$ cat config.mk
export PLATFORM = sky130hd
export DESIGN_NAME = peripheral_uart_bus_bridge_flat
export DESIGN_NICKNAME = d
export VERILOG_FILES = /design/src/rtl/peripheral_uart_bus_bridge_if.sv /design/src/rtl/peripheral_uart_bus_bridge.sv /design/src/flat_wrapper.sv
export SDC_FILE = /design/constraint.sdc
export NUM_CORES = 1
export LEC_CHECK = 0
export BUFFER_PORTS_ARGS = -buffer_cell sky130_fd_sc_hd__buf_2
export CORE_MARGIN = 2
export CORE_UTILIZATION = 40
export DETAILED_ROUTE_END_ITERATION = 10
export GPL_TIMING_DRIVEN = 1
export PLACE_DENSITY_LB_ADDON = 0.15
export SETUP_SLACK_MARGIN = 0.5
export SYNTH_ARGS = -nofsm -noshare
export SYNTH_HDL_FRONTEND = slang
export SYNTH_SLANG_ARGS = --single-unit
$ cat constraint.sdc
create_clock -name mclk -period 7.1 [get_ports mclk]
set_clock_uncertainty 0.1 [all_clocks]
set_input_delay 0.71 -clock mclk [delete_from_list [all_inputs] [get_ports mclk]]
set_output_delay 0.71 -clock mclk [all_outputs]
set_load 0.05 [all_outputs]
$ cat src/rtl/peripheral_uart_bus_bridge_if.sv
// Peripheral bus between the UART bridge (initiator) and a per_* target.
// per_dout is expected to be valid in the same cycle as per_en.
interface peripheral_uart_bus_bridge_if;
  logic [13:0] per_addr;
  logic [15:0] per_din;
  logic [15:0] per_dout;
  logic        per_en;
  logic [1:0]  per_we;

  modport master (output per_addr, per_din, per_en, per_we, input per_dout);
  modport slave  (input per_addr, per_din, per_en, per_we, output per_dout);
endinterface

$ cat src/rtl/peripheral_uart_bus_bridge.sv
// UART 8N1 command decoder driving one per_* bus cycle; read data returned on uart_txd.
// per_en 2 mclk after the last byte's stop centre; no backpressure, bytes arriving during a reply are dropped.
module peripheral_uart_bus_bridge #(
  parameter int BAUD_DIV     = 16,
  parameter int TIMEOUT_BITS = 32
) (
  input  logic mclk,
  input  logic puc_rst_n,
  input  logic uart_rxd,
  output logic uart_txd,
  output logic busy,
  output logic frame_err,
  peripheral_uart_bus_bridge_if.master per
);
  localparam int HALF     = BAUD_DIV / 2;
  localparam int TO_LIMIT = TIMEOUT_BITS * BAUD_DIV;
  localparam int CW       = $clog2(BAUD_DIV);
  localparam int TW       = $clog2(TO_LIMIT + 1);

  typedef enum logic [2:0] {
    S_IDLE, S_AHI, S_ALO, S_DLO, S_DHI, S_BUS, S_TX_LO, S_TX_HI
  } state_t;

  state_t state, state_nxt;

  logic          rxd_s1, rxd_s2, rxd_d;
  logic          rx_active, rx_vld, rx_bad, rx_fall, rx_tick;
  logic [CW-1:0] rx_cnt;
  logic [3:0]    rx_bit;
  logic [7:0]    rx_shift, rx_byte;

  logic          cmd_wr, cmd_byte, cmd_hi;
  logic [13:0]   addr_sh, addr_sh_nxt, per_addr_q;
  logic [15:0]   din_sh, din_sh_nxt, per_din_q;
  logic [7:0]    rd_hi;
  logic [TW-1:0] to_cnt;
  logic          in_frame, to_hit, err_nxt;

  logic [9:0]    tx_sh;
  logic [CW-1:0] tx_cnt;
  logic [3:0]    tx_nbit;
  logic          tx_busy, tx_done, tx_load;
  logic [7:0]    tx_byte;

  assign rx_fall = ~rx_active & rxd_d & ~rxd_s2;
  assign rx_tick = rx_active &&
                   (rx_cnt == ((rx_bit == 4'd0) ? CW'(HALF - 1) : CW'(BAUD_DIV - 1)));

  // Start is re-checked at half a bit; data/stop are then sampled one bit apart.
  always_ff @(posedge mclk or negedge puc_rst_n) begin
    if (!puc_rst_n) begin
      rxd_s1 <= 1'b1; rxd_s2 <= 1'b1; rxd_d <= 1'b1;
      rx_active <= 1'b0; rx_cnt <= '0; rx_bit <= '0;
      rx_shift <= '0; rx_byte <= '0; rx_vld <= 1'b0; rx_bad <= 1'b0;
    end else begin
      rxd_s1 <= uart_rxd;
      rxd_s2 <= rxd_s1;
      rxd_d  <= rxd_s2;
      rx_vld <= 1'b0;
      rx_bad <= 1'b0;
      if (rx_fall) begin
        rx_active <= 1'b1;
        rx_cnt    <= '0;
        rx_bit    <= '0;
      end else if (rx_active) begin
        if (rx_tick) begin
          rx_cnt <= '0;
          rx_bit <= rx_bit + 4'd1;
          if (rx_bit == 4'd0) begin
            if (rxd_s2) rx_active <= 1'b0;
          end else if (rx_bit == 4'd9) begin
            rx_active <= 1'b0;
            if (rxd_s2) begin
              rx_vld  <= 1'b1;
              rx_byte <= rx_shift;
            end else begin
              rx_bad <= 1'b1;
            end
          end else begin
            rx_shift <= {rxd_s2, rx_shift[7:1]};
          end
        end else begin
          rx_cnt <= rx_cnt + CW'(1);
        end
      end
    end
  end

  assign in_frame = (state == S_AHI) || (state == S_ALO) || (state == S_DLO) || (state == S_DHI);
  assign to_hit   = in_frame && (to_cnt == TW'(TO_LIMIT));
  assign tx_done  = tx_busy && (tx_cnt == CW'(BAUD_DIV - 1)) && (tx_nbit == 4'd9);

  always_comb begin
    state_nxt   = state;
    err_nxt     = rx_bad;
    tx_load     = 1'b0;
    tx_byte     = per.per_dout[7:0];
    addr_sh_nxt = addr_sh;
    din_sh_nxt  = din_sh;
    case (state)
      S_IDLE: if (rx_vld) state_nxt = S_AHI;
      S_AHI: if (rx_vld) begin
        state_nxt          = S_ALO;
        addr_sh_nxt[13:8]  = rx_byte[5:0];
      end
      S_ALO: if (rx_vld) begin
        state_nxt         = cmd_wr ? S_DLO : S_BUS;
        addr_sh_nxt[7:0]  = rx_byte;
      end
      S_DLO: if (rx_vld) begin
        state_nxt  = cmd_byte ? S_BUS : S_DHI;
        din_sh_nxt = {rx_byte, rx_byte};
      end
      S_DHI: if (rx_vld) begin
        state_nxt         = S_BUS;
        din_sh_nxt[15:8]  = rx_byte;
      end
      S_BUS: begin
        if (rx_vld) err_nxt = 1'b1;
        if (cmd_wr) begin
          state_nxt = S_IDLE;
        end else begin
          state_nxt = S_TX_LO;
          tx_load   = 1'b1;
          if (cmd_byte && cmd_hi) tx_byte = per.per_dout[15:8];
        end
      end
      S_TX_LO: begin
        if (rx_vld) err_nxt = 1'b1;
        if (tx_done) begin
          if (cmd_byte) begin
            state_nxt = S_IDLE;
          end else begin
            state_nxt = S_TX_HI;
            tx_load   = 1'b1;
            tx_byte   = rd_hi;
          end
        end
      end
      S_TX_HI: begin
        if (rx_vld) err_nxt = 1'b1;
        if (tx_done) state_nxt = S_IDLE;
      end
      default: state_nxt = S_IDLE;
    endcase
    if (in_frame && (rx_bad || to_hit)) begin
      state_nxt = S_IDLE;
      err_nxt   = 1'b1;
    end
  end

  always_ff @(posedge mclk or negedge puc_rst_n) begin
    if (!puc_rst_n) begin
      state <= S_IDLE;
      {cmd_wr, cmd_byte, cmd_hi} <= 3'b000;
      addr_sh <= '0; din_sh <= '0; per_addr_q <= '0; per_din_q <= '0;
      rd_hi <= '0; to_cnt <= '0; frame_err <= 1'b0;
    end else begin
      state     <= state_nxt;
      frame_err <= err_nxt;
      addr_sh   <= addr_sh_nxt;
      din_sh    <= din_sh_nxt;
      if (state == S_IDLE && rx_vld) {cmd_wr, cmd_byte, cmd_hi} <= rx_byte[7:5];
      // Bus address/data take the shadow values only on entry to BUS, then hold.
      if (state_nxt == S_BUS && state != S_BUS) begin
        per_addr_q <= addr_sh_nxt;
        per_din_q  <= din_sh_nxt;
      end
      if (state == S_BUS) rd_hi <= per.per_dout[15:8];
      if (rx_fall) to_cnt <= '0;
      else if (to_cnt != TW'(TO_LIMIT)) to_cnt <= to_cnt + TW'(1);
    end
  end

  always_ff @(posedge mclk or negedge puc_rst_n) begin
    if (!puc_rst_n) begin
      tx_sh <= '1; tx_cnt <= '0; tx_nbit <= '0; tx_busy <= 1'b0;
    end else if (tx_load) begin
      tx_sh   <= {1'b1, tx_byte, 1'b0};
      tx_cnt  <= '0;
      tx_nbit <= '0;
      tx_busy <= 1'b1;
    end else if (tx_busy) begin
      if (tx_cnt == CW'(BAUD_DIV - 1)) begin
        tx_cnt <= '0;
        tx_sh  <= {1'b1, tx_sh[9:1]};
        if (tx_nbit == 4'd9) tx_busy <= 1'b0;
        else                 tx_nbit <= tx_nbit + 4'd1;
      end else begin
        tx_cnt <= tx_cnt + CW'(1);
      end
    end
  end

  assign uart_txd     = tx_sh[0];
  assign busy         = (state != S_IDLE) | rx_active;
  assign per.per_en   = (state == S_BUS);
  assign per.per_we   = (state != S_BUS || !cmd_wr) ? 2'b00 :
                        !cmd_byte                   ? 2'b11 :
                        cmd_hi                      ? 2'b10 : 2'b01;
  assign per.per_addr = per_addr_q;
  assign per.per_din  = per_din_q;
endmodule

$ cat src/flat_wrapper.sv
// flat-port wrapper written by rule: the top's interface ports become plain ports
module peripheral_uart_bus_bridge_flat 
#(
  parameter int BAUD_DIV     = 16,
  parameter int TIMEOUT_BITS = 32
)
  (mclk, puc_rst_n, uart_rxd, uart_txd, busy, frame_err, per_per_addr, per_per_din, per_per_en, per_per_we, per_per_dout);
  peripheral_uart_bus_bridge_if per_i ();
  input  logic mclk;
  input  logic puc_rst_n;
  input  logic uart_rxd;
  output logic uart_txd;
  output logic busy;
  output logic frame_err;
  output wire logic [$bits(per_i.per_addr)-1:0] per_per_addr;
  output wire logic [$bits(per_i.per_din)-1:0] per_per_din;
  output wire logic [$bits(per_i.per_en)-1:0] per_per_en;
  output wire logic [$bits(per_i.per_we)-1:0] per_per_we;
  input wire logic [$bits(per_i.per_dout)-1:0] per_per_dout;
  assign per_per_addr = per_i.per_addr;
  assign per_per_din = per_i.per_din;
  assign per_per_en = per_i.per_en;
  assign per_per_we = per_i.per_we;
  assign per_i.per_dout = per_per_dout;
  peripheral_uart_bus_bridge #(.BAUD_DIV(BAUD_DIV), .TIMEOUT_BITS(TIMEOUT_BITS)) u_core (.mclk(mclk), .puc_rst_n(puc_rst_n), .uart_rxd(uart_rxd), .uart_txd(uart_txd), .busy(busy), .frame_err(frame_err), .per(per_i));
endmodule
==> impl_metrics.json <==
{
  "status": "complete, no violations",
  "die_area_mm2": 0.01563,
  "overflow": 0,
  "grt.total_usage": 0.1576,
  "grt_pass1_wl_um": 19550,
  "cp_max_fo": 30,
  "path_class": "flop to flop",
  "drive_gt1_frac": 0.3688,
  "clk_pin_slew_ns": 0.06,
  "start_kind": "flop",
  "hold_buffers": 0,
  "finalNetCount": 560,
  "area_growth_pct": 17.09,
  "setup_viol": 0,
  "worstPathRequired_ns": 7.31,
  "post_cts_resized": 0,
  "total_power_mw": 1.878,
  "dp_hpwl_um": 7436,
  "antenna_cells": 0,
  "ys.flop_type": "dfrtp_1",
  "ys_seq_area_frac": 0.5707,
  "h-tree-depth": 4,
  "viasPerCell": 5.210,
  "rsz0062_at_grt": "false",
  "portBuffers": 54,
  "first_pass_iters": 4,
  "netlist_instances": 478,
  "yosysTopAreaCellShare": 0.5169,
  "drv_slew": 0,
  "insertion_delay_ns": 0.43,
  "finalCritPeriodShare": 0.4380,
  "async_flop_share": 1.000,
  "ant_nets": 0,
  "synth_largest_area_cell": "dfrtp_1",
  "ys_warn_count": 0,
  "root_buffer": "clkbuf_16",
  "core_area_mm2": 0.01442,
  "finalWorstSetupSlack_ns": 3.990,
  "drcViolationCount": 0,
  "worstSetupEndpointType": "flop",
  "yosysMostFrequentCell": "dfrtp_1",
  "hold_path_class": "input port to async pin",
  "min_period_ns": 3.110,
  "cts_tree": "built",
  "clock-sinks": 133,
  "netlist_area_mm2": 0.005858,
  "peakVddDrop_v": 0.0001645,
  "timing.fmax_ghz": 0.3215,
  "synth_edf_count": 0,
  "antenna_found_initial": 0,
  "max_cap_viol_count": 0,
  "hold_violations": 0,
  "fp.dieW_um": 125.0,
  "worst_slew_pin_slew_ns": 1.045,
  "synthTopCellsByArea": "dfrtp_1 52%, mux2_2 18%, dfstp_2 5.4%",
  "vias": 3798,
  "syn_nets": 506,
  "synth_cell_types": 47,
  "initial_core_util": 0.4061,
  "wl_um": 11320,
  "synthTopCellsByCount": "121 x dfrtp_1, 94 x mux2_2, 37 x nor2_1",
  "p_per_area_mw_per_mm2": 273.7,
  "final-seq-area_mm2": 0.003343,
  "grt_pass1_vias": 3923,
  "row_count": 44,
  "dp_cells": 697,
  "ys_seq_elements": 133,
  "worstRegToRegCells": 7,
  "leakagePower_nw": 3.352,
  "wl_per_cell_um": 15.53,
  "multi_input_area_mm2": 0.002379,
  "gp_congestion": 0.8145,
  "finalSetupTns_ns": 0,
  "dp_slack_ns": 3.995,
  "avgSynthCellArea_um2": 12.26,
  "drtIter0Drc": 216,
  "max-clock-path-buffers": 2,
  "pin_count": 55,
  "cts_buffers": 17,
  "finalNonFillerCells": 729,
  "relSlewSlack": 0.3029,
  "grt_max_degree": 73,
  "die_h_um": 125.0,
  "fillers": 1332,
  "crit_arrival_ns": 3.32,
  "cts_setup_buffers": 0,
  "final_core_util": 0.4755
}
## final cells by class
type                       instances  share of cell area
tap                              184             0.03356
sequential                       133              0.4874
clock buffer                      19             0.06603
timing repair buffer              56             0.04250
multi-input combinational        313              0.3468
clock inverter                    13             0.01769
inverter                          11            0.006020
## worst paths after layout
| check | slack, ns | start | end |
|---|---|---|---|
| min in group mclk | 0.26 | u_core.rxd_s1 | u_core.rxd_s2 |
| min reg2reg | 0.26 | u_core.rxd_s1 | u_core.rxd_s2 |
| max | 3.99 | u_core.tx_cnt[0] | u_core.per.per_din[1] |
| max reg2reg | 3.99 | u_core.tx_cnt[0] | u_core.per.per_din[1] |
| min | 0.17 | puc_rst_n | u_core.to_cnt[7] |
| max in group asynchronous | 5.43 | puc_rst_n | u_core.per.per_din[9] |
## power by group
| part | switching [mW] | total [mW] | internal, mW |
|---|---|---|---|
| clock | 0.341 | 0.843 | 0.502 |
| sequential | 0.0508 | 0.854 | 0.803 |
| combinational | 0.102 | 0.180 | 0.0781 |
## cells in the final DEF, fill, tap and decap left out, types with 5 or more instances in the layout
cell type	count
inv_1	10
a21oi_1	23
nor3_1	8
a211oi_1	9
nor2_1	37
nand3_1	7
dfrtp_1	121
clkbuf_16	17
nand4_1	7
o21ai_0	12
xnor2_1	6
nand2_1	33
nor2b_1	8
mux2_2	94
xor2_1	10
dfstp_2	12
and2_1	10
clkinvlp_4	5
ha_1	9
a222oi_1	8
buf_2	53
## metal layers
layer  vias up  part of all wire  track usage
li1       1796                 -            -
met1      1912              0.46       0.1962
met2        70              0.48       0.2542
met3        20             0.041      0.05349
met4         0             0.019      0.06275
met5         -                 0            0
## metrics by stage
stage          hold WS, ns  area, um2
3_3_place_gp        0.2472       6285
2_1_floorplan       0.2452       5858
4_1_cts             0.1789       6859
3_5_place_dp        0.2507       6285
5_1_grt             0.2093       6859
6_report            0.1677       6859
## worst max-delay path, stage by stage, from the launching register on
cell and delay, ns:
dfrtp_1 0.41, ha_1 0.24, nand4_1 0.39, nor3_2 0.76
a21oi_1 0.15, nand4_1 0.15, buf_4 0.38, mux2_2 0.39
## state kept, by name, indices dropped and copies added (netlist names), 3 cells and up
signal / cells
u_core.addr_sh: 14
u_core.rx_byte: 8
u_core.tx_sh: 9
u_core.din_sh: 16
u_core.rx_cnt: 4
u_core.rx_shift: 8
u_core.tx_cnt: 4
u_core.per.per_din: 16
u_core.rd_hi: 8
u_core.tx_nbit: 4
u_core.per.per_addr: 14
u_core.to_cnt: 10
u_core.rx_bit: 4
u_core.state: 3
## cell families (layout without fill, tap and decap cells)
kind of cell | Yosys count | after routing | synth area share
adders and majority gates | 10 | 10 | 0.02093
AOI/OAI and AO/OA | 64 | 64 | 0.06984
xor gates and xnor gates | 16 | 16 | 0.02392
DFF | 133 | 133 | 0.5707
buffers and inverters | 32 | 99 | 0.02328
muxes | 95 | 95 | 0.1824
and+or+nand+nor | 128 | 128 | 0.1089
Note: power is estimated with default switching activity, not from simulation.
